File: config.mk
export PLATFORM = sky130hd
export DESIGN_NAME = hilo_mdu
export DESIGN_NICKNAME = d
export VERILOG_FILES = /design/src/rtl/mdu_pkg.sv /design/src/rtl/mdu_abs_neg.sv /design/src/rtl/hilo_mdu.sv
export SDC_FILE = /design/constraint.sdc
export NUM_CORES = 1
export LEC_CHECK = 0
export CAP_MARGIN = 20
export CORE_MARGIN = 8
export CORE_UTILIZATION = 58
export CTS_BUF_LIST = sky130_fd_sc_hd__clkbuf_16
export DETAILED_ROUTE_END_ITERATION = 10
export PLACE_DENSITY_LB_ADDON = 0.05
export RECOVER_POWER = 100
export REMOVE_ABC_BUFFERS = 1
export SETUP_SLACK_MARGIN = 0.05
export SLEW_MARGIN = 30
export SYNTH_ARGS = -nofsm -noshare
export SYNTH_HDL_FRONTEND = slang
export SYNTH_SLANG_ARGS = --single-unit
export TNS_END_PERCENT = 20
File: constraint.sdc
create_clock -name clk -period 13.3 [get_ports clk]
set_input_delay 1.995 -clock clk [delete_from_list [all_inputs] [get_ports clk]]
set_output_delay 1.995 -clock clk [all_outputs]
set_load 0.05 [all_outputs]
File: src/rtl/mdu_pkg.sv
// Shared definitions for the HI/LO multiply/divide unit: op encodings,
// FSM state type and iteration count.
package mdu_pkg;

  typedef enum logic [1:0] {
    MDU_MULT  = 2'b00,
    MDU_MULTU = 2'b01,
    MDU_DIV   = 2'b10,
    MDU_DIVU  = 2'b11
  } mdu_op_e;

  typedef enum logic [1:0] {
    IDLE = 2'b00,
    RUN  = 2'b01,
    FIX  = 2'b10
  } mdu_state_e;

  localparam int MDU_ITER  = 32;
  localparam int MDU_CNT_W = $clog2(MDU_ITER);

  function automatic logic op_is_signed(input logic [1:0] op);
    return (op == MDU_MULT) || (op == MDU_DIV);
  endfunction

  function automatic logic op_is_div(input logic [1:0] op);
    return (op == MDU_DIV) || (op == MDU_DIVU);
  endfunction

endpackage

File: src/rtl/mdu_abs_neg.sv
// Conditional two's-complement negate; yields |x| at operand load and
// restores the result sign at the end of an operation.
module mdu_abs_neg #(
  parameter int W = 32
) (
  input  logic [W-1:0] val,
  input  logic         neg,
  output logic [W-1:0] res
);

  assign res = neg ? (W'(0) - val) : val;

endmodule

File: src/rtl/hilo_mdu.sv
// Iterative 32-cycle shift-add multiplier / restoring divider owning the
// architectural HI/LO registers; busy stalls the front end while running.
module hilo_mdu
  import mdu_pkg::*;
#(
  parameter int WIDTH = 32
) (
  input  logic             clk,
  input  logic             rst,
  input  logic             start,
  input  logic [1:0]       op,
  input  logic [WIDTH-1:0] a,
  input  logic [WIDTH-1:0] b,
  input  logic             mthi,
  input  logic             mtlo,
  output logic             busy,
  output logic             done,
  output logic [WIDTH-1:0] hi,
  output logic [WIDTH-1:0] lo
);

  localparam int AW = 2 * WIDTH;

  mdu_state_e            state;
  logic [MDU_CNT_W-1:0]  cnt;
  logic [1:0]            op_r;
  logic                  sign_a;
  logic                  sign_b;
  logic [WIDTH-1:0]      mcand;
  logic [WIDTH-1:0]      a_raw;
  logic [AW-1:0]         acc;
  logic [AW-1:0]         acc_next;
  logic                  ld_neg_a;
  logic                  ld_neg_b;
  logic [WIDTH-1:0]      abs_a;
  logic [WIDTH-1:0]      abs_b;
  logic [WIDTH-1:0]      quo_fix;
  logic [WIDTH-1:0]      rem_fix;
  logic [AW-1:0]         prod_fix;
  logic [WIDTH:0]        add_sum;
  logic signed [WIDTH:0] trial;

  assign busy     = (state != IDLE);
  assign ld_neg_a = op_is_signed(op) & a[WIDTH-1];
  assign ld_neg_b = op_is_signed(op) & b[WIDTH-1];

  mdu_abs_neg #(.W(WIDTH)) u_abs_a (.val(a), .neg(ld_neg_a), .res(abs_a));
  mdu_abs_neg #(.W(WIDTH)) u_abs_b (.val(b), .neg(ld_neg_b), .res(abs_b));

  mdu_abs_neg #(.W(AW))    u_fix_prod (.val(acc), .neg(sign_a ^ sign_b), .res(prod_fix));
  mdu_abs_neg #(.W(WIDTH)) u_fix_quo  (.val(acc[WIDTH-1:0]), .neg(sign_a ^ sign_b), .res(quo_fix));
  mdu_abs_neg #(.W(WIDTH)) u_fix_rem  (.val(acc[AW-1:WIDTH]), .neg(sign_a), .res(rem_fix));

  // One iteration: acc holds {upper, multiplier} or {remainder, quotient}.
  // The trial difference of a 33-bit shifted remainder fits in 33 bits
  // because the remainder is always below the divisor.
  always_comb begin
    add_sum  = {1'b0, acc[AW-1:WIDTH]} + (acc[0] ? {1'b0, mcand} : '0);
    trial    = signed'(acc[AW-1:WIDTH-1] - {1'b0, mcand});
    acc_next = {add_sum, acc[WIDTH-1:1]};
    if (op_is_div(op_r)) begin
      if (!trial[WIDTH]) acc_next = {trial[WIDTH-1:0], acc[WIDTH-2:0], 1'b1};
      else               acc_next = {acc[AW-2:0], 1'b0};
    end
  end

  always_ff @(posedge clk or posedge rst) begin
    if (rst) begin
      state  <= IDLE;
      cnt    <= '0;
      op_r   <= '0;
      sign_a <= 1'b0;
      sign_b <= 1'b0;
      mcand  <= '0;
      a_raw  <= '0;
      acc    <= '0;
      hi     <= '0;
      lo     <= '0;
      done   <= 1'b0;
    end else begin
      done <= 1'b0;
      case (state)
        IDLE: begin
          if (start) begin
            op_r   <= op;
            sign_a <= ld_neg_a;
            sign_b <= ld_neg_b;
            a_raw  <= a;
            cnt    <= '0;
            if (op_is_div(op)) begin
              mcand <= abs_b;
              acc   <= {{WIDTH{1'b0}}, abs_a};
            end else begin
              mcand <= abs_a;
              acc   <= {{WIDTH{1'b0}}, abs_b};
            end
            state <= RUN;
          end else begin
            if (mthi) hi <= a;
            if (mtlo) lo <= a;
          end
        end
        RUN: begin
          acc <= acc_next;
          cnt <= cnt + MDU_CNT_W'(1);
          if (cnt == MDU_CNT_W'(MDU_ITER - 1)) state <= FIX;
        end
        FIX: begin
          if (op_is_div(op_r)) begin
            // |b| == 0 exactly when b == 0; raw dividend goes to HI
            if (mcand == '0) begin
              lo <= '1;
              hi <= a_raw;
            end else begin
              lo <= quo_fix;
              hi <= rem_fix;
            end
          end else begin
            {hi, lo} <= prod_fix;
          end
          done  <= 1'b1;
          state <= IDLE;
        end
        default: state <= IDLE;
      endcase
    end
  end

endmodule

==> impl.org <==
** Detailed routing
- Router iterations before antenna repair :: 6
- In the routed layout, each cell is associated on average with a via count of 6.64.
- Via Count :: 17783
- Remaining design rule violation count :: 0
- For this block, the routed nets add up to 62100 um of wire.
- Average wire per standard cell :: 23.2 um
- The detail route stage leaves a number of antenna-violating nets equal to 0.
- 1st-iter DRT viols :: 1983

** Die
- Cell Rows :: 63
- Full die area :: 35600 um2
- For this configuration, the core starts out at a cell density of 0.587.
- Count of pins on the block boundary :: 137
- Area inside the core boundary :: 29500 um2
- The die is 189 um wide.
- Die Y :: 189 um

** Placed design
- The HPWL after detailed placement is 45100 um.
- Prior to clock tree synthesis, the placed netlist has a worst setup slack of 8040 ps.
- Summing all placed instances gives a cell area of 18700 um2.
- Port Buffer Count :: 136
- Routability-driven placement finished with a final weighted congestion of 0.994.

** Critical path
- In this run the worst path has a maximum fanout of 87.
- Worst path max stage delay :: 2890 ps
- List of cells traversed by the critical path :: dlygate4sd3_1, inv_1, or2_0, clkbuf_1, a211oi_1, a21o_1
- Slack of the worst reg-to-reg path :: 6610 ps
- Family of cells with the greatest summed delay on the critical path :: buffers and inverters
- Critical path buffers and inverters :: 3
- Kind of start point of the critical path :: input pin
- Endpoint arrival time on the critical path :: 8610 ps
- Classification of the worst setup path :: in -> reg
- The largest individual stage delay along the critical path comes from the cell sky130_fd_sc_hd__clkbuf_1.
- Critical Path End Type :: register
- STA puts the critical path data required time at 13720 ps.

** STA
- The count of final hold-check violations came to 0.
- Final critical path time including I/O delays and setup :: 8180 ps
- Final setup violation count :: 0
- Fraction of the cycle the final worst path needs :: 0.615
- Worst clock skew on the final layout :: 10.7 ps
- Fin worst setup slack :: 5120 ps
- For the pin with the worst max-slew slack, the measured transition is 6090 ps.
- Headroom to the max-slew limit came out at -3.08.
- The number of max-slew violations in the final report came to 497.
- Final hold analysis gives a worst-case slack of 470 ps.
- Max Clock Freq :: 122 MHz
- Setup repair after global routing left no endpoint under its margin.
- Setup total negative slack on the finished layout was measured at 0 ps.

** Finish
- 0 antenna diodes ended up in the layout.
- Seq. cell area :: 5080 um2
- Area occupied by multi-input gates :: 11300 um2
- Once layout is done, the placed cells without fillers occupy 19600 um2.
- Final core area utilization :: 0.664
- After the last flow step, the layout net total stands at 2411.
- Most common cell after layout, fill and taps aside :: sky130_fd_sc_hd__nand2_1
- The filler cells instantiated in the layout total 2593.
- In the final layout, the share of cells above drive strength 1 is 0.0420.
- The area growth from synthesis to layout is 13.1%.
- Commonest non-fill, non-tap cells in the layout :: 292 x sky130_fd_sc_hd__nand2_1, 210 x sky130_fd_sc_hd__o21ai_0, 202 x sky130_fd_sc_hd__dfrtp_1

** Logic synthesis
- Number of register bits inferred by synthesis :: 203
- Cell accounting for the most synthesized area :: sky130_fd_sc_hd__dfrtp_1
- The mapped netlist covers 17300 um2.
- Yosys Warn Count :: 0
- The number of different library cells used by synthesis comes to 81.
- Of the synthesized area, sequential elements account for 0.293.
- The share of synthesized area in the top cell type comes to 0.293.
- Synthesized netlist cell count :: 2243
- In the synthesized netlist the dominant register cell turns out to be sky130_fd_sc_hd__dfrtp_1.
- Ranking of synthesized cells by area :: sky130_fd_sc_hd__dfrtp_1 29%, sky130_fd_sc_hd__nand2_1 6.3%, sky130_fd_sc_hd__o21ai_0 6.0%
- Counting flops with a built-in enable in the synthesized netlist gives 0.
- FFs w/ async S/R, synth :: 1.00
- Dividing the synthesized area by the synthesized cell count gives 7.72 um2.

** Global route
- Entering global routing, the biggest net connects 131 pins.
- Total routing usage reported by global routing :: 0.338
- Initial antenna violation count :: 1
- Global-route wire length before repair :: 97400 um
- The via count of the first global-routing pass is 17232.
- For this run the aggregate overflow at the end of global routing stands at 0.

** Clocking
- Clock slew at reported path FFs :: 60 ps
- Max Root-Sink Buffers :: 3
- The root buffer cell chosen for the clock tree is sky130_fd_sc_hd__clkbuf_16.
- Gates resized during post-CTS repair numbered 0.
- Number of hold buffers added after cts :: 0
- After clock tree synthesis, the setup repair step added 0 buffers.
- Clock latency on the worst-skew pair, taken at its later pin, is 540 ps.
- CTS built an H-tree with a depth of 1.
- TritonCTS sink count :: 203
- TritonCTS clock tree :: yes
- In this run, CTS created clock tree buffers numbering 26.

** Pwr
- Dividing total power by cell area gives a power density of 303 nW/um2.
- IR analysis of the VDD net gives a maximum drop of 0.255 mV.
- The analysis attributes to cell leakage a power of 8.32 nW.

** Run status
- Result of the run :: finished with violations
- Violations in the final reports :: max-capacitance violations, max-slew violations

** Job
- Maximum Capacitance Violations :: 9

** Worst hold path
- The min-delay analysis places its worst path in the category reg -> reg.
## worst min-delay path, stage by stage, from the launching register on
cell	delay [ps]
sky130_fd_sc_hd__dfrtp_1	340
sky130_fd_sc_hd__nand2_1	50
sky130_fd_sc_hd__nand2_1	50
## synth_stat cells, drive strengths merged, types with 41 or more instances
library cell	number
nand3	41
xnor2	95
mux2i	64
a211oi	62
dfrtp	203
ha	70
nand2	293
o21ai	213
xor2	88
nor2	196
nor3	41
inv	67
clkbuf	131
o22ai	53
a21oi	180
## metal layers
metal / vias to the layer above / part of all wire / GRT usage
met2: 874 / 0.45 / 0.533
met3: 165 / 0.093 / 0.0654
met5: - / 0.00021 / 0
met1: 8602 / 0.41 / 0.448
li1: 8140 / - / -
met4: 2 / 0.042 / 0.139
## per-stage QoR
stage          instances  total power, W
3_3_place_gp        2629         0.00503
6_report            2678         0.00593
5_1_grt             2678         0.00632
2_1_floorplan       2075         0.00399
4_1_cts             2677         0.00588
3_5_place_dp        2629         0.00510
## area by class of cell
cell class / instances / share of cell area
Multi-Input combinational cell: 1805 / 0.578
Sequential cell: 203 / 0.260
Timing Repair Buffer: 165 / 0.0789
Clock buffer: 27 / 0.0345
Tap cell: 390 / 0.0249
Inverter: 67 / 0.0129
Clock inverter: 21 / 0.0115
## cell families (layout without fill, tap and decap cells)
family                   after synthesis  after routing  share of synthesized area
AO/OA/AOI/OAI                        743            743                      0.267
AND/OR/NAND/NOR                      742            742                      0.201
buffers and inverters                235            280                     0.0553
flip-flops                           203            203                      0.293
XOR/XNOR                             183            183                     0.0926
adder cells (fa/ha/maj)               72             72                     0.0529
multiplexers                          65             65                     0.0377
## worst paths after layout
kind                          start       end  cells after the start
setup / recovery              start  mcand[8]                      6
hold / removal             a_raw[9]  a_raw[9]                      2
setup reg to reg           state[1]  mcand[8]                      5
hold reg to reg            a_raw[9]  a_raw[9]                      2
max in group asynchronous       rst   acc[35]                      2
min in group asynchronous       rst   acc[25]                      2
## flip-flops by register name, summed over array words and instances, names as in the netlist
| register | count |
|---|---|
| state | 2 |
| hi | 32 |
| sign_a | 1 |
| op_r | 1 |
| sign_b | 1 |
| a_raw | 32 |
| done | 1 |
| mcand | 32 |
| acc | 64 |
| cnt | 5 |
| lo | 32 |
## power breakdown
group          leakage (nW)  internal (W)  switching, W
sequential             2.43      0.000923      0.000446
clock                 0.457      0.000463      0.000296
combinational          5.44       0.00147       0.00233
total                  8.32       0.00286       0.00307
(Power assumes the default switching activity.)
==> RTL change 1: new RTL, config.mk and constraints unchanged <==
The 3 states of `mdu_state_e` get a one-hot encoding in 3 bits.
--- a/src/rtl/mdu_pkg.sv
+++ b/src/rtl/mdu_pkg.sv
@@ -9,10 +9,10 @@
     MDU_DIVU  = 2'b11
   } mdu_op_e;
 
-  typedef enum logic [1:0] {
-    IDLE = 2'b00,
-    RUN  = 2'b01,
-    FIX  = 2'b10
+  typedef enum logic [2:0] {
+    IDLE = 3'b001,
+    RUN  = 3'b010,
+    FIX  = 3'b100
   } mdu_state_e;
 
   localparam int MDU_ITER  = 32;
Check against the original RTL: no difference found for any inputs over 4 cycles, from zero or initial values and one cycle with rst high; so few cycles prove little.
==> RTL change 1 against the original RTL <==
- largest power group unchanged
- synthesized area fell by 3.7%
- critical path depth fell by 2
- highest routed layer is now met4
- largest cell class unchanged
- sequential cell count rose by 1
- the run still ends with max-capacitance violations, max-slew violations left
- global-route usage barely moved
- setup slack improved by 0.22 ns
- total power fell by 8.3%
- sequential power fell by 5%
- clock power fell by 9.7%
- non-clock buffer count did not move
- design area fell by 3.3%
- routed wire length fell by 5.5%
==> RTL change 1: results (changes against the original RTL) <==
outcome:
  status: "finished, violations left"  # unchanged
  violations: "max-capacitance violations, max-slew violations"  # unchanged
place:
  port_buffers: 136  # unchanged
  gp_congestion: 0.984  # was 0.994
  dp_slack_ns: 8.03  # was 8.04 ns
  post-dp-hpwl_mm: 42.1  # was 45.1 mm
logic_synthesis:
  ys_seq_area_share_pct: 30.6  # was 29.3%
  synth_flop_cell: "dfrtp_1"  # unchanged
  synth_area_leaders: "dfrtp_1, nand2_1, o21ai_0, xnor2_1, a21oi_1"  # was dfrtp_1, nand2_1, o21ai_0, a21oi_1, ha_1
  synthAdderAreaFrac_pct: 5.49  # was 5.29%
  netlist-cell-type-count: 90  # was 81
  synth_common_cells: "nand2_1, o21ai_0, dfrtp_1, a21oi_1, nor2_1"  # was nand2_1, o21ai_0, dfrtp_1, nor2_1, a21oi_1
  synth.area.mux_share_pct: 3.61  # was 3.77%
  yosys_warnings: 0  # unchanged
  async_flop_share_pct: 100  # unchanged
  synth_compound_area_share_pct: 25.1  # was 26.7%
  synth-xor-area-share_pct: 9.35  # was 9.26%
global_routing:
  grt_pass1_vias: 16500  # was 17200
  grt_max_degree: 122  # was 131
  grt_usage_pct: 33.8  # about the same
  antenna_found_initial: 0  # was 1
  grt_pass1_wl_mm: 92.2  # was 97.4 mm
clock_tree:
  clk_pin_slew_ns: 0.06  # about the same
  numCtsBuffers: 25  # was 26
  root_buffer: "clkbuf_16"  # unchanged
  cts_setup_buffers: 0  # unchanged
  cts_resized: 0  # unchanged
final_layout:
  fin_nets: 2356  # was 2411
  layout-drive-gt1-share_pct: 3.68  # was 4.20%
  fillCellCount: 2477  # was 2593
worst_hold_path:
  worstHoldPathType: "flop to flop"  # unchanged
timing:
  maxSlewViolCount: 673  # was 497
  slew-limit-headroom_pct: -229  # was -308%
  fin_skew_ns: 0.0239  # was 0.0107 ns
drt:
  drt-initial-drc-count: 2029  # was 1983
  firstDrtPassIters: 7  # was 6
  wire_per_inst_um: 22.4  # was 23.2 µm
  vias_per_cell: 6.61  # was 6.64
job:
  cap_violations: 12  # was 9
critical_path:
  crit_path_max_fanout: 101  # was 87
  crit_arrival_ns: 8.57  # was 8.61 ns
pwr:
  peakVddDrop_mv: 0.193  # was 0.255 mV
  sw_frac_of_total_pct: 53.0  # was 51.8%
  leakagePower_nw: 8.05  # was 8.32 nW
RTL change 1: changes by cell type after synthesis, sizes merged, moves of 12 or more:
| cell | before | now |
|---|---|---|
| a211oi | 62 | 14 |
| nand3 | 41 | 69 |
| nor3 | 41 | 53 |
| buf | 37 | 24 |
| o22ai | 53 | 27 |
| nor2 | 196 | 179 |
| o221ai | 14 | 43 |
| xor2 | 88 | 70 |
| xnor2 | 95 | 108 |
| nand2 | 293 | 315 |
| nor2b | 21 | 9 |
| a21o | 39 | 23 |
| o21ai | 213 | 253 |
RTL change 1: kinds of logic after synthesis:
logic type	after synthesis
compound gates	690
buf+inv	213
xor+xnor	178
mux	60
simple gates	754
fa+ha+maj	72
flops	204
RTL change 1: stage by stage:
| step | cell area (µm²) | util (%) | std cells |
|---|---|---|---|
| floorplan | 16100 | - | 2021 |
| global placement | 18200 | 63.9 | 2570 |
| detailed placement | 18200 | 63.9 | 2570 |
| CTS | 19000 | 66.7 | 2615 |
| global route | 18900 | 66.5 | 2615 |
| finish | 18900 | 66.5 | 2617 |
RTL change 1: layout make-up:
class,instances,share of cell area [%]
Inverter,63,1.26
Clock inverter,20,0.906
Sequential cell,204,27.0
Timing Repair Buffer,165,8.11
Tap cell,384,2.54
Clock buffer,25,3.31
Antenna cell,2,0.0264
Multi-Input combinational cell,1754,56.9
RTL change 1: final timing paths:
kind	start	endpoint	slack [ns]	cells past startpoint
max	rst	a_raw[13]$_DFFE_PP0P_	5.34	4
min	a_raw[9]$_DFFE_PP0P_	a_raw[9]$_DFFE_PP0P_	0.47	2
max reg2reg	state[0]$_DFFE_PP1P_	lo[25]$_DFFE_PP0P_	7.16	7
min reg2reg	a_raw[9]$_DFFE_PP0P_	a_raw[9]$_DFFE_PP0P_	0.47	2
max in group clk	start	mcand[20]$_DFFE_PP0P_	5.77	4
min in group asynchronous	rst	done$_DFF_PP0_	3.38	2
RTL change 1: per-layer routing:
metal | track usage (%) | wire (µm)
met1 | 43.8 | 23700
met2 | 53.5 | 25700
met3 | 5.49 | 5650
met4 | 18.4 | 3680
met5 | 0 | 0
RTL change 1: power by group through the flow:
stage	Sequential [W]	Clock, W	Combinational [W]
global route	0.00133	0.000711	0.00375
global placement	0.00128	0	0.00334
CTS	0.00129	0.000688	0.00343
detailed placement	0.00129	0	0.00341
floorplan	0.00151	0	0.00215
finish	0.00130	0.000685	0.00345
RTL change 1: worst max-delay path: stages:
cell	delay, ns
dlygate4sd3_1	0.55
clkinvlp_2	2.64
clkbuf_1	2.41
buf_4	0.84
==> RTL change 2: new RTL, same flow settings <==
Without the edit above. The package constant `MDU_ITER` goes from 32 to 64.
--- a/src/rtl/mdu_pkg.sv
+++ b/src/rtl/mdu_pkg.sv
@@ -15,7 +15,7 @@
     FIX  = 2'b10
   } mdu_state_e;
 
-  localparam int MDU_ITER  = 32;
+  localparam int MDU_ITER  = 64;
   localparam int MDU_CNT_W = $clog2(MDU_ITER);
 
   function automatic logic op_is_signed(input logic [1:0] op);
Function: no difference found for any inputs over 4 cycles, from zero or initial values and one cycle with rst high; that may be too few to reach the edited logic, so the function may still have changed.
==> RTL change 2 against the original RTL <==
- the run still ends with max-capacitance violations, max-slew violations left
- total power down 9.8%
- combinational power down 10%
- clock power down 16%
- synthesized area down 1.4%
- synthesized cell count down 1.2%
- routed wire length down 2.8%
- design area down 2.1%
- setup slack better by 0.18 ns
- sequential cell count up 1
- non-clock buffer count down 4
- critical endpoint is now mcand[9]$_DFFE_PP0P_
- highest routed layer is now met4
==> RTL change 2: results (changes against the original RTL) <==
worst_hold_path:
  hp-start: "a_raw[12]$_DFFE_PP0P_"  # was a_raw[9]$_DFFE_PP0P_
pwr:
  p_sw_w: 0.00276  # was 0.00307 W
  peakVddDrop_mv: 0.178  # was 0.255 mV
  powerComb_w: 0.00341  # was 0.00380 W
  p_clk_share_pct: 12.0  # was 12.8%
place:
  place_inst: 2602  # was 2629
  dp_slack_ns: 8.21  # was 8.04 ns
  post-dp-hpwl_mm: 44.1  # was 45.1 mm
  dpl-instance-area_um2: 18500  # was 18700 µm²
logic_synthesis:
  synth_area_leaders: "dfrtp_1, o21ai_0, a21oi_1, nand2_1, ha_1"  # was dfrtp_1, nand2_1, o21ai_0, a21oi_1, ha_1
  ys_seq_area_share_pct: 29.9  # was 29.3%
  netlist-cell-type-count: 79  # was 81
global_routing:
  grt_pass1_vias: 16800  # was 17200
  grt_usage_pct: 33.3  # was 33.8%
  antenna_found_initial: 0  # was 1
outcome:
  status: "finished, violations left"  # unchanged
  violations: "max-capacitance violations, max-slew violations"  # unchanged
drt:
  vias_per_cell: 6.54  # was 6.64
  firstDrtPassIters: 7  # was 6
  wire_per_inst_um: 22.8  # was 23.2 µm
critical_path:
  slowest_delay_ns: 2.60  # was 2.89 ns
  crit_path_max_fanout: 78  # was 87
  r2r-end: "mcand[9]$_DFFE_PP0P_"  # was mcand[8]$_DFFE_PP0P_
clock_tree:
  numCtsBuffers: 25  # was 26
timing:
  maxSlewViolCount: 542  # was 497
job:
  cap_violations: 11  # was 9
RTL change 2: cell count changes after synthesis, sizes merged, moves of 9 or more:
cell	before	now
buf	37	24
nand2	293	272
o21ai	213	233
o22ai	53	39
clkbuf	131	140
nand3	41	22
a22oi	16	33
a21oi	180	212
RTL change 2: routing by layer:
metal,vias to the layer above,part of all wire [%],GRT usage [%]
met3,160,10,6.26
met2,918,45,52.4
met1,8204,41,45.2
met4,0,3.8,11.6
li1,8007,-,-
met5,-,0,0
RTL change 2: cell type report:
class | count | area (µm²)
flip-flops and latches | 204 | 5110
well taps | 390 | 488
clock buffers | 25 | 626
inverters | 73 | 275
multi-input cells | 1774 | 11000
clock inverters | 18 | 118
fillers | 2655 | 10200
repair buffers | 161 | 1530
RTL change 2: worst max-delay path by stage:
stage / startpoint / to / slack, ns / cells past startpoint
6_report: start / mcand[9]$_DFFE_PP0P_ / 5.29 / 6
2_1_floorplan: rst / a_raw[0]$_DFFE_PP0P_ / 5.74 / 1
5_1_grt: rst / a_raw[28]$_DFFE_PP0P_ / 4.78 / 3
4_1_cts: a[15] / acc[31]$_DFFE_PP0P_ / 8.74 / 11
3_3_place_gp: a[15] / acc[31]$_DFFE_PP0P_ / 8.30 / 11
3_5_place_dp: a[15] / acc[31]$_DFFE_PP0P_ / 8.21 / 11
RTL change 2: cells by family after synthesis:
kind of cell             after synthesis  share of synthesized area, %
buffers and inverters                237                          5.43
flip-flops                           204                          29.9
AO/OA/AOI/OAI                        765                          27.3
multiplexers                          65                          3.83
XOR/XNOR                             178                          9.13
AND/OR/NAND/NOR                      695                          19.1
adder cells (fa/ha/maj)               71                          5.29
